**src/rtl/router_pkt_fifo_if.sv**
```systemverilog
// router_pkt_fifo_if
// Bundles the write side, read side, level flags and sticky error flags of
// router_pkt_fifo.
//   master : drives write_enb, lfd_state, data_in and read_enb;
//            observes data_out, data_valid, sop_out, eop_out, level flags,
//            count and error flags.
//   slave  : the FIFO side, with the directions reversed.
interface router_pkt_fifo_if #(
  parameter int DATA_W = 8,
  parameter int DEPTH  = 16
);
  localparam int CW = $clog2(DEPTH) + 1;

  logic              write_enb;
  logic              lfd_state;
  logic [DATA_W-1:0] data_in;
  logic              read_enb;
  logic [DATA_W-1:0] data_out;
  logic              data_valid;
  logic              sop_out;
  logic              eop_out;
  logic              full;
  logic              empty;
  logic              almost_full;
  logic              almost_empty;
  logic [CW-1:0]     count;
  logic              overflow;
  logic              underflow;
  logic              framing_err;

  modport master (
    output write_enb, lfd_state, data_in, read_enb,
    input  data_out, data_valid, sop_out, eop_out,
    input  full, empty, almost_full, almost_empty, count,
    input  overflow, underflow, framing_err
  );

  modport slave (
    input  write_enb, lfd_state, data_in, read_enb,
    output data_out, data_valid, sop_out, eop_out,
    output full, empty, almost_full, almost_empty, count,
    output overflow, underflow, framing_err
  );
endinterface

```
**src/rtl/router_pkt_fifo.sv**
```systemverilog
// router_pkt_fifo
// Packet-aware FIFO between the router register stage and an output port.
// Each stored word carries a header tag (lfd_state at write time). On the read
// side the header length field drives a remaining-word counter so the FIFO can
// flag the first (sop_out) and last/parity (eop_out) word of each packet and
// detect framing errors.
// Ports:
//   clock      : rising-edge clock
//   reset      : synchronous active-high full clear (including sticky errors)
//   soft_reset : synchronous active-high flush; sticky errors are kept
//   bus        : router_pkt_fifo_if.slave -- write/read requests, registered
//                read data with valid/sop/eop, level flags, count, errors
module router_pkt_fifo #(
  parameter int DATA_W   = 8,
  parameter int DEPTH    = 16,
  parameter int AF_LEVEL = DEPTH - 2,
  parameter int AE_LEVEL = 2,
  parameter int LEN_LSB  = 2
) (
  input  logic               clock,
  input  logic               reset,
  input  logic               soft_reset,
  router_pkt_fifo_if.slave   bus
);
  localparam int AW = $clog2(DEPTH);
  localparam int CW = AW + 1;
  localparam int LW = DATA_W - LEN_LSB;
  localparam int RW = LW + 1;

  localparam logic [CW-1:0] DEPTH_C = CW'(DEPTH);
  localparam logic [CW-1:0] AF_C    = CW'(AF_LEVEL);
  localparam logic [CW-1:0] AE_C    = CW'(AE_LEVEL);

  logic [DATA_W:0]   mem [DEPTH];
  logic [AW-1:0]     wr_ptr;
  logic [AW-1:0]     rd_ptr;
  logic [CW-1:0]     count;
  logic [RW-1:0]     remaining;

  logic [DATA_W-1:0] data_p1;
  logic              vld_p1;
  logic              sop_p1;
  logic              eop_p1;
  logic              overflow_q;
  logic              underflow_q;
  logic              framing_q;

  logic              full_w;
  logic              empty_w;
  logic              wr_acc;
  logic              rd_acc;
  logic [DATA_W:0]   rd_word;
  logic [LW-1:0]     rd_len;

  assign full_w  = (count == DEPTH_C);
  assign empty_w = (count == '0);

  // A flush or reset cycle ignores both requests.
  assign wr_acc = bus.write_enb && !full_w  && !reset && !soft_reset;
  assign rd_acc = bus.read_enb  && !empty_w && !reset && !soft_reset;

  assign rd_word = mem[rd_ptr];
  assign rd_len  = rd_word[DATA_W-1:LEN_LSB];

  // Storage: no reset, only the pointers define valid contents.
  always_ff @(posedge clock) begin
    if (wr_acc) mem[wr_ptr] <= {bus.lfd_state, bus.data_in};
  end

  // Stage p0 -> p1: pointer/count update, pop, packet tracking.
  always_ff @(posedge clock) begin
    if (reset || soft_reset) begin
      wr_ptr    <= '0;
      rd_ptr    <= '0;
      count     <= '0;
      remaining <= '0;
      data_p1   <= '0;
      vld_p1    <= 1'b0;
      sop_p1    <= 1'b0;
      eop_p1    <= 1'b0;
      if (reset) begin
        overflow_q  <= 1'b0;
        underflow_q <= 1'b0;
        framing_q   <= 1'b0;
      end
    end else begin
      if (bus.write_enb && full_w) overflow_q  <= 1'b1;
      if (bus.read_enb && empty_w) underflow_q <= 1'b1;

      if (wr_acc) wr_ptr <= wr_ptr + AW'(1);

      case ({wr_acc, rd_acc})
        2'b10:   count <= count + CW'(1);
        2'b01:   count <= count - CW'(1);
        default: count <= count;
      endcase

      if (rd_acc) begin
        rd_ptr  <= rd_ptr + AW'(1);
        data_p1 <= rd_word[DATA_W-1:0];
        vld_p1  <= 1'b1;
        sop_p1  <= rd_word[DATA_W];
        eop_p1  <= 1'b0;
        if (rd_word[DATA_W]) begin
          // A header always restarts the packet, even if the previous one
          // was cut short; the truncation is recorded as a framing error.
          remaining <= {1'b0, rd_len} + RW'(1);
          if (remaining != '0) framing_q <= 1'b1;
        end else if (remaining > RW'(1)) begin
          remaining <= remaining - RW'(1);
        end else if (remaining == RW'(1)) begin
          remaining <= '0;
          eop_p1    <= 1'b1;
        end else begin
          framing_q <= 1'b1;
        end
      end else begin
        data_p1 <= '0;
        vld_p1  <= 1'b0;
        sop_p1  <= 1'b0;
        eop_p1  <= 1'b0;
      end
    end
  end

  // Stage p1: registered outputs and count-derived flags.
  assign bus.data_out     = data_p1;
  assign bus.data_valid   = vld_p1;
  assign bus.sop_out      = sop_p1;
  assign bus.eop_out      = eop_p1;
  assign bus.count        = count;
  assign bus.full         = full_w;
  assign bus.empty        = empty_w;
  assign bus.almost_full  = (count >= AF_C);
  assign bus.almost_empty = (count <= AE_C);
  assign bus.overflow     = overflow_q;
  assign bus.underflow    = underflow_q;
  assign bus.framing_err  = framing_q;
endmodule

```
**src/flat_wrapper.sv**
```systemverilog
// flat-port wrapper written by rule: the top's interface ports become plain ports
module router_pkt_fifo_flat 
#(
  parameter int DATA_W   = 8,
  parameter int DEPTH    = 16,
  parameter int AF_LEVEL = DEPTH - 2,
  parameter int AE_LEVEL = 2,
  parameter int LEN_LSB  = 2
)
  (clock, reset, soft_reset, bus_write_enb, bus_lfd_state, bus_data_in, bus_read_enb, bus_data_out, bus_data_valid, bus_sop_out, bus_eop_out, bus_full, bus_empty, bus_almost_full, bus_almost_empty, bus_count, bus_overflow, bus_underflow, bus_framing_err);
  router_pkt_fifo_if #(.DATA_W(DATA_W), .DEPTH(DEPTH)) bus_i ();
  input  logic clock;
  input  logic reset;
  input  logic soft_reset;
  input wire logic [$bits(bus_i.write_enb)-1:0] bus_write_enb;
  input wire logic [$bits(bus_i.lfd_state)-1:0] bus_lfd_state;
  input wire logic [$bits(bus_i.data_in)-1:0] bus_data_in;
  input wire logic [$bits(bus_i.read_enb)-1:0] bus_read_enb;
  output wire logic [$bits(bus_i.data_out)-1:0] bus_data_out;
  output wire logic [$bits(bus_i.data_valid)-1:0] bus_data_valid;
  output wire logic [$bits(bus_i.sop_out)-1:0] bus_sop_out;
  output wire logic [$bits(bus_i.eop_out)-1:0] bus_eop_out;
  output wire logic [$bits(bus_i.full)-1:0] bus_full;
  output wire logic [$bits(bus_i.empty)-1:0] bus_empty;
  output wire logic [$bits(bus_i.almost_full)-1:0] bus_almost_full;
  output wire logic [$bits(bus_i.almost_empty)-1:0] bus_almost_empty;
  output wire logic [$bits(bus_i.count)-1:0] bus_count;
  output wire logic [$bits(bus_i.overflow)-1:0] bus_overflow;
  output wire logic [$bits(bus_i.underflow)-1:0] bus_underflow;
  output wire logic [$bits(bus_i.framing_err)-1:0] bus_framing_err;
  assign bus_i.write_enb = bus_write_enb;
  assign bus_i.lfd_state = bus_lfd_state;
  assign bus_i.data_in = bus_data_in;
  assign bus_i.read_enb = bus_read_enb;
  assign bus_data_out = bus_i.data_out;
  assign bus_data_valid = bus_i.data_valid;
  assign bus_sop_out = bus_i.sop_out;
  assign bus_eop_out = bus_i.eop_out;
  assign bus_full = bus_i.full;
  assign bus_empty = bus_i.empty;
  assign bus_almost_full = bus_i.almost_full;
  assign bus_almost_empty = bus_i.almost_empty;
  assign bus_count = bus_i.count;
  assign bus_overflow = bus_i.overflow;
  assign bus_underflow = bus_i.underflow;
  assign bus_framing_err = bus_i.framing_err;
  router_pkt_fifo #(.DATA_W(DATA_W), .DEPTH(DEPTH), .AF_LEVEL(AF_LEVEL), .AE_LEVEL(AE_LEVEL), .LEN_LSB(LEN_LSB)) u_core (.clock(clock), .reset(reset), .soft_reset(soft_reset), .bus(bus_i));
endmodule
```
**config.mk**
```make
export PLATFORM = sky130hd
export DESIGN_NAME = router_pkt_fifo_flat
export DESIGN_NICKNAME = d
export VERILOG_FILES = /design/src/rtl/router_pkt_fifo_if.sv /design/src/rtl/router_pkt_fifo.sv /design/src/flat_wrapper.sv
export SDC_FILE = /design/constraint.sdc
export NUM_CORES = 1
export LEC_CHECK = 0
export BUFFER_PORTS_ARGS = -buffer_cell sky130_fd_sc_hd__buf_2
export CAP_MARGIN = 30
export CORE_ASPECT_RATIO = 1.75
export CORE_MARGIN = 3
export CORE_UTILIZATION = 40
export DETAILED_ROUTE_END_ITERATION = 12
export PLACE_DENSITY = 0.54
export SKIP_LAST_GASP = 1
export SLEW_MARGIN = 25
export SYNTH_ARGS = -nofsm -noshare
export SYNTH_HDL_FRONTEND = slang
export SYNTH_SLANG_ARGS = --single-unit
```
**constraint.sdc**
```tcl
create_clock -name clock -period 3.6 [get_ports clock]
set_clock_uncertainty 0.1 [all_clocks]
set_input_delay 0.72 -clock clock [delete_from_list [all_inputs] [get_ports clock]]
set_output_delay 0.72 -clock clock [all_outputs]
set_load 0.05 [all_outputs]
```
**Word-level counts from Yosys, hierarchy flattened**

Memories as Yosys holds them, arrays and structs flattened. A register that Yosys moved wholly into a read port is not among the register bits.
Index checks and enable logic that the tools add are counted.
Widths: inputs -> output; s select.

- Register bits: 34
- Bits in latches: 0
- Bits in writable memories: 144
- Bits in read-only memories: 0
- Output and inout port bits: 23
- Logic and storage cells: 77
- Memories: 1

Memories:

| name | depth | bits a word | rd ports | clocked after Yosys merged registers in | wr ports | line | source |
|---|---|---|---|---|---|---|---|
| u_core.mem | 16 | 9 | 1 | 1 | 1 | router_pkt_fifo.sv:34 | `logic [DATA_W:0] mem [DEPTH];` |

- Add/subtract/negate cells: 6
- Multipliers: 0
- Div/mod/pow operators: 0
- Magnitude comparators: 3
- Equal/unequal tests: 8
- Shift-type cells: 0
- Mux-type cells: 21
- Bitwise gates (word level): 1
- Reduce and logical (&&, ||, !) cells: 26

Operators with widths:

| operator | count |
|---|---|
| $mux 7 | 3 |
| $mux 1 | 15 |
| $pmux 5 s2 | 1 |
| $add 4x1->4 const B | 2 |
| $logic_and 1x1->1 | 8 |
| $mux 4 | 2 |
| $reduce_bool 2->1 | 4 |
| $add 6x1->7 const B | 1 |
| $eq 7x1->1 const B | 1 |
| $gt 7x1->1 const B | 1 |
| $reduce_bool 7->1 | 1 |
| $sub 7x1->7 const B | 1 |
| $ne 3x1->1 const B | 2 |
| $reduce_and 2->1 | 3 |
| $add 5x1->5 const B | 1 |
| $eq 5x5->1 const B | 1 |
| $ge 5x4->1 const B | 1 |
| $le 5x2->1 const B | 1 |
| $logic_not 5->1 | 1 |
| $reduce_and 5->1 | 1 |
| $sub 5x1->5 const B | 1 |
| $logic_not 1->1 | 4 |
| $reduce_or 4->1 | 1 |
| $ne 3x3->1 const B | 1 |
| 7 further kinds | 7 |

**Depth between registers and ports, before layout**

- Depth after elaboration: 7
- Depth in mapped cells: 13
- Depth with buffers taken out: 11

**Least setup slack after synthesis**

Ideal clock, no wire load.

- Path kind: register to output
- From: register u_core.count[2], in the netlist u_core.bus.count[2]
- To: output port bus_almost_empty
- Data arrival time: 3.227 ns
- Setup slack: -0.447 ns
- Cell stages (with the launch flop): 3
- Path buffers: 1
- Cell sequence: dfxtp_1 -> clkbuf_1 -> a2111oi_0

- Word-level cells in the longest chain between the ends: 1

RTL lines:

| element | line | source |
|---|---|---|
| start, declared | router_pkt_fifo.sv:37 | `logic [CW-1:0] count;` |
| start signal, assigned | router_pkt_fifo.sv:93 | `2'b10: count <= count + CW'(1);` |
| start signal, assigned | router_pkt_fifo.sv:94 | `2'b01: count <= count - CW'(1);` |
| start signal, assigned | router_pkt_fifo.sv:95 | `default: count <= count;` |
| $le 5x2->1 | router_pkt_fifo.sv:135 | `assign bus.almost_empty = (count <= AE_C);` |
| end, declared | flat_wrapper.sv:26 | `output wire logic [$bits(bus_i.almost_empty)-1:0] bus_almost_empty;` |

No other way between the ends.

**Worst setup path after layout**

- From: register u_core.count[1], in the netlist u_core.bus.count[1]
- To: register u_core.count[2], in the netlist u_core.bus.count[2]

- Word-level cells in the longest chain between the ends: 7
- Elaborated cells on any way between the ends: 16

RTL lines:

| element | line | source |
|---|---|---|
| $logic_not 5->1 * | router_pkt_fifo.sv:56 | `assign empty_w = (count == '0);` |
| $logic_not 1->1 * | router_pkt_fifo.sv:60 | `assign rd_acc = bus.read_enb && !empty_w && !reset && !soft_reset;` |
| $logic_and 1x1->1 * (3 in series) | router_pkt_fifo.sv:60 |  |
| named net u_core.rd_acc | router_pkt_fifo.sv:51 | `logic rd_acc;` |
| $eq 2x1->1 / $eq 2x2->1 (equally long branches) | router_pkt_fifo.sv:92 | `case ({wr_acc, rd_acc})` |
| $pmux 5 s2 / $reduce_bool 2->1 (equally long branches) | -- |  |

The timed path passes the listed nets; every way through them passes the cells marked *.
A chain may end at the register's enable or synchronous reset.

==> impl_metrics.xml <==
<?xml version="1.0" encoding="UTF-8"?>
<metrics>
  <group name="status">
    <metric name="run_status" unit="">finished clean</metric>
  </group>
  <group name="synth">
    <metric name="ys.flop_type" unit="">sky130_fd_sc_hd__edfxtp_1</metric>
    <metric name="syn_area_per_cell" unit="um^2">16.63</metric>
    <metric name="yosys.area.top_type_share" unit="%">58.08</metric>
    <metric name="post-synth-top-count-cell" unit="">sky130_fd_sc_hd__edfxtp_1</metric>
    <metric name="synth-seq-area-share" unit="%">67.30</metric>
    <metric name="synth.cell_area" unit="um^2">7600</metric>
    <metric name="mappedNetlistNets" unit="">483</metric>
    <metric name="yosysWarnings" unit="">0</metric>
    <metric name="netlist_top_cells_count" unit="">sky130_fd_sc_hd__edfxtp_1 (147), sky130_fd_sc_hd__nor2_1 (43), sky130_fd_sc_hd__dfxtp_1 (35), sky130_fd_sc_hd__mux4_1 (18), sky130_fd_sc_hd__mux4_2 (18)</metric>
    <metric name="synth_cells" unit="">457</metric>
    <metric name="synthArstFlopShare" unit="%">0</metric>
    <metric name="synth_edf_count" unit="">147</metric>
    <metric name="postSynthRegisterBits" unit="">182</metric>
    <metric name="synth.distinct_cells" unit="">63</metric>
    <metric name="synth_area_leader_cell" unit="">sky130_fd_sc_hd__edfxtp_1</metric>
    <metric name="ys_top_cells_by_area" unit="">sky130_fd_sc_hd__edfxtp_1 (58%), sky130_fd_sc_hd__dfxtp_1 (9.2%), sky130_fd_sc_hd__mux4_1 (6.2%), sky130_fd_sc_hd__mux4_2 (5.3%), sky130_fd_sc_hd__nor2_1 (2.1%)</metric>
  </group>
  <group name="critical_path">
    <metric name="max_stage_delay" unit="ns">0.62</metric>
    <metric name="timing.critical_path.to" unit="">u_core.bus.count[2]</metric>
    <metric name="timing.setup.critical_path_class" unit="">register to register</metric>
    <metric name="timing.critical_path.cells" unit="">or4_1 -&gt; o21ai_2 -&gt; inv_2 -&gt; ha_1 -&gt; xor2_1 -&gt; ha_1 -&gt; a31oi_1 -&gt; xor2_1 -&gt; or3_1 -&gt; a21oi_1</metric>
    <metric name="critPathLaunch" unit="">u_core.bus.count[1]</metric>
    <metric name="worst-r2r-cell-count" unit="">10</metric>
    <metric name="reg2reg_from" unit="">u_core.bus.count[1]</metric>
    <metric name="critical_path.reg2reg.endpoint" unit="">u_core.bus.count[2]</metric>
    <metric name="cp_max_fo" unit="">11</metric>
    <metric name="worst-endpoint-arrival" unit="ns">3.36</metric>
    <metric name="critical-path-slowest-cell" unit="">sky130_fd_sc_hd__or4_1</metric>
    <metric name="crit_path_start_kind" unit="">register</metric>
    <metric name="setup.worst_path.end_class" unit="">register</metric>
    <metric name="critical_path_rt" unit="ns">3.86</metric>
    <metric name="rrSetupSlack" unit="ns">0.50</metric>
  </group>
  <group name="job">
    <metric name="maxCapViolCount" unit="">0</metric>
  </group>
  <group name="placed_design">
    <metric name="gpl.final_weighted_congestion" unit="">0.7465</metric>
    <metric name="hpwlAfterDp" unit="um">11130</metric>
    <metric name="number_of_buffers_inserted_by_port_buffering" unit="">36</metric>
    <metric name="place_area" unit="um^2">8142</metric>
    <metric name="post-place-cells" unit="">735</metric>
  </group>
  <group name="layout">
    <metric name="layout-drive-gt1-share" unit="%">25.14</metric>
    <metric name="post_layout_nonfiller_instances" unit="">767</metric>
    <metric name="fillCellCount" unit="">1623</metric>
    <metric name="layout.cell_area.non_filler" unit="um^2">8730</metric>
    <metric name="antenna_cells_inserted" unit="">0</metric>
    <metric name="syn2layout_area_growth" unit="%">14.87</metric>
    <metric name="nNetsFinal" unit="">542</metric>
    <metric name="finalCoreUtilization" unit="%">46.78</metric>
  </group>
  <group name="global_route">
    <metric name="global_route_wire_length_before_repair" unit="um">24830</metric>
    <metric name="maximum_number_of_pins_on_one_net_before_global_route_repair" unit="">32</metric>
    <metric name="first_global_vias" unit="">4274</metric>
    <metric name="grt_util_all_layers" unit="%">16.61</metric>
    <metric name="grt_overflow_total" unit="">0</metric>
    <metric name="initial_antenna_violation_count" unit="">0</metric>
  </group>
  <group name="routing">
    <metric name="routed_wirelength" unit="um">16460</metric>
    <metric name="drtPass1Iterations" unit="">6</metric>
    <metric name="detail_route.wl_per_cell" unit="um">21.46</metric>
    <metric name="detailroute.via_count" unit="">4200</metric>
    <metric name="drc_errors" unit="">0</metric>
    <metric name="antenna_left" unit="">0</metric>
    <metric name="drt_first_iter_violations" unit="">486</metric>
    <metric name="viasPerCell" unit="">5.476</metric>
  </group>
  <group name="cts">
    <metric name="cts.repair.resized" unit="">0</metric>
    <metric name="post_cts.repair.setup_buffers" unit="">0</metric>
    <metric name="number_of_buffers_inserted_for_hold_repair_after_clock_tree_synthesis" unit="">0</metric>
    <metric name="cts_inserted_buffers" unit="">17</metric>
    <metric name="cts.sinks" unit="">182</metric>
    <metric name="worstSkewPairLatency" unit="ns">0.42</metric>
    <metric name="cts_max_level" unit="">4</metric>
    <metric name="ctsRootBufferMaster" unit="">sky130_fd_sc_hd__clkbuf_16</metric>
    <metric name="cts.path.max_buffers" unit="">2</metric>
    <metric name="clkTransAtPathRegs" unit="ns">0.07</metric>
    <metric name="cts_tree" unit="">built</metric>
  </group>
  <group name="die">
    <metric name="design.core.area" unit="um^2">18660</metric>
    <metric name="die-height" unit="um">188.3</metric>
    <metric name="initial_core_util" unit="%">40.72</metric>
    <metric name="die_area" unit="um^2">20750</metric>
    <metric name="cell_row_count" unit="">66</metric>
    <metric name="fp.dieW" unit="um">110.2</metric>
    <metric name="floorplan.io_pins" unit="">37</metric>
  </group>
  <group name="power_and_ir_drop">
    <metric name="ir_worst_vdd" unit="mV">0.3247</metric>
    <metric name="cellPowerDensity" unit="nW/um^2">482.7</metric>
    <metric name="power.leakage" unit="nW">2.971</metric>
    <metric name="totalPowerFinal" unit="mW">4.214</metric>
  </group>
  <group name="sta">
    <metric name="fin_setup_tns" unit="ns">0</metric>
    <metric name="period_share" unit="%">86.04</metric>
    <metric name="hold_violations" unit="">0</metric>
    <metric name="grt_setup_unrepaired" unit="">no</metric>
    <metric name="period_needed" unit="ns">3.097</metric>
    <metric name="fin_max_slew_vios" unit="">0</metric>
    <metric name="max_slew.worst_pin.slew" unit="ns">0.6219</metric>
    <metric name="slew_headroom" unit="%">57.65</metric>
    <metric name="fmaxAchievable" unit="MHz">322.8</metric>
    <metric name="setup_viol" unit="">0</metric>
  </group>
  <group name="min_path">
    <metric name="hold_crit_path_type" unit="">register to register</metric>
  </group>
</metrics>
-- per-layer routing --
metal | vias up | GRT usage, % | wire length [um]
li1 | 1921 | - | -
met4 | 0 | 6.496 | 307
met1 | 2161 | 18.34 | 6317
met5 | - | 0 | 0
met3 | 23 | 2.948 | 542
met2 | 95 | 30.71 | 9289
-- state kept, by name, summed over array words and instances (netlist names), named ones only --
signal / flops
u_core.bus.overflow: 1
u_core.rd_ptr: 4
u_core.bus.data_out: 8
u_core.bus.data_valid: 1
u_core.bus.sop_out: 1
u_core.remaining: 7
u_core.bus.underflow: 1
u_core.bus.count: 5
u_core.bus.eop_out: 1
u_core.mem: 144
u_core.bus.framing_err: 1
u_core.wr_ptr: 4
-- logic make-up after synthesis --
kind of cell               Yosys count  synth area share [%]
adders and majority gates           12                 1.976
AOI/OAI and AO/OA                   55                 5.762
DFF                                182                 67.30
buffers and inverters               37                 2.881
and+or+nand+nor                    111                 7.409
xor gates and xnor gates            13                 1.498
muxes                               47                 13.17
-- report_power, final --
part	total (mW)	switching, mW	internal [mW]
sequential	2.28	0.00417	2.28
combinational	0.104	0.0728	0.0311
clock	1.83	0.845	0.984
-- stage by stage --
step / hold WS [ns] / setup WS [ns]
2_1_floorplan: 0.3725 / 0.2208
3_3_place_gp: 0.3888 / 0.4449
3_5_place_dp: 0.3910 / 0.3521
4_1_cts: 0.4122 / 0.5400
5_1_grt: 0.4749 / 0.3617
6_report: 0.4093 / 0.5026
-- cells in the final DEF, fill, tap and decap left out, types with 6 or more instances in the layout --
cell type                   instances
sky130_fd_sc_hd__ha_1              12
sky130_fd_sc_hd__o21ai_0            8
sky130_fd_sc_hd__inv_1             13
sky130_fd_sc_hd__clkbuf_16         17
sky130_fd_sc_hd__nand2_1           17
sky130_fd_sc_hd__edfxtp_1         147
sky130_fd_sc_hd__mux4_2            18
sky130_fd_sc_hd__xor2_1             8
sky130_fd_sc_hd__nor3_1            10
sky130_fd_sc_hd__mux2i_1           10
sky130_fd_sc_hd__buf_2             36
sky130_fd_sc_hd__dfxtp_1           34
sky130_fd_sc_hd__inv_6              6
sky130_fd_sc_hd__nor2_1            43
sky130_fd_sc_hd__a21oi_1            8
sky130_fd_sc_hd__mux4_1            18
sky130_fd_sc_hd__buf_4             25
-- final cells by class --
cell class / count / area [um^2] / share of cell area [%]
Sequential cell: 182 / 5116 / 58.61
Clock buffer: 17 / 425.4 / 4.873
Timing Repair Buffer: 63 / 407.9 / 4.672
Multi-Input combinational cell: 238 / 2267 / 25.97
Tap cell: 238 / 297.8 / 3.411
Clock inverter: 15 / 162.7 / 1.863
Inverter: 14 / 52.55 / 0.6020
-- worst max-delay path: cells and delay by family, from the launching register on --
family	cells	cell delay, ns
xor gates and xnor gates	2	0.31
and+or+nand+nor	2	0.94
AOI/OAI and AO/OA	3	0.59
buffers and inverters	1	0.10
DFF	1	0.43
adders and majority gates	2	0.54
-- how the worst min path moves through the flow --
stage / startpoint / endpoint / slack, ns / cells after the start
final: u_core.rd_ptr[3] / u_core.rd_ptr[3] / 0.41 / 2
after global routing: u_core.rd_ptr[3] / u_core.rd_ptr[3] / 0.47 / 2
after CTS: u_core.rd_ptr[3] / u_core.rd_ptr[3] / 0.41 / 2
after detailed placement: u_core.rd_ptr[3] / u_core.rd_ptr[3] / 0.39 / 2
after global placement: u_core.rd_ptr[3] / u_core.rd_ptr[3] / 0.39 / 2
after floorplan: u_core.rd_ptr[3] / register / 0.37 / 2
No activity file was read; power rests on OpenSTA's default activity.
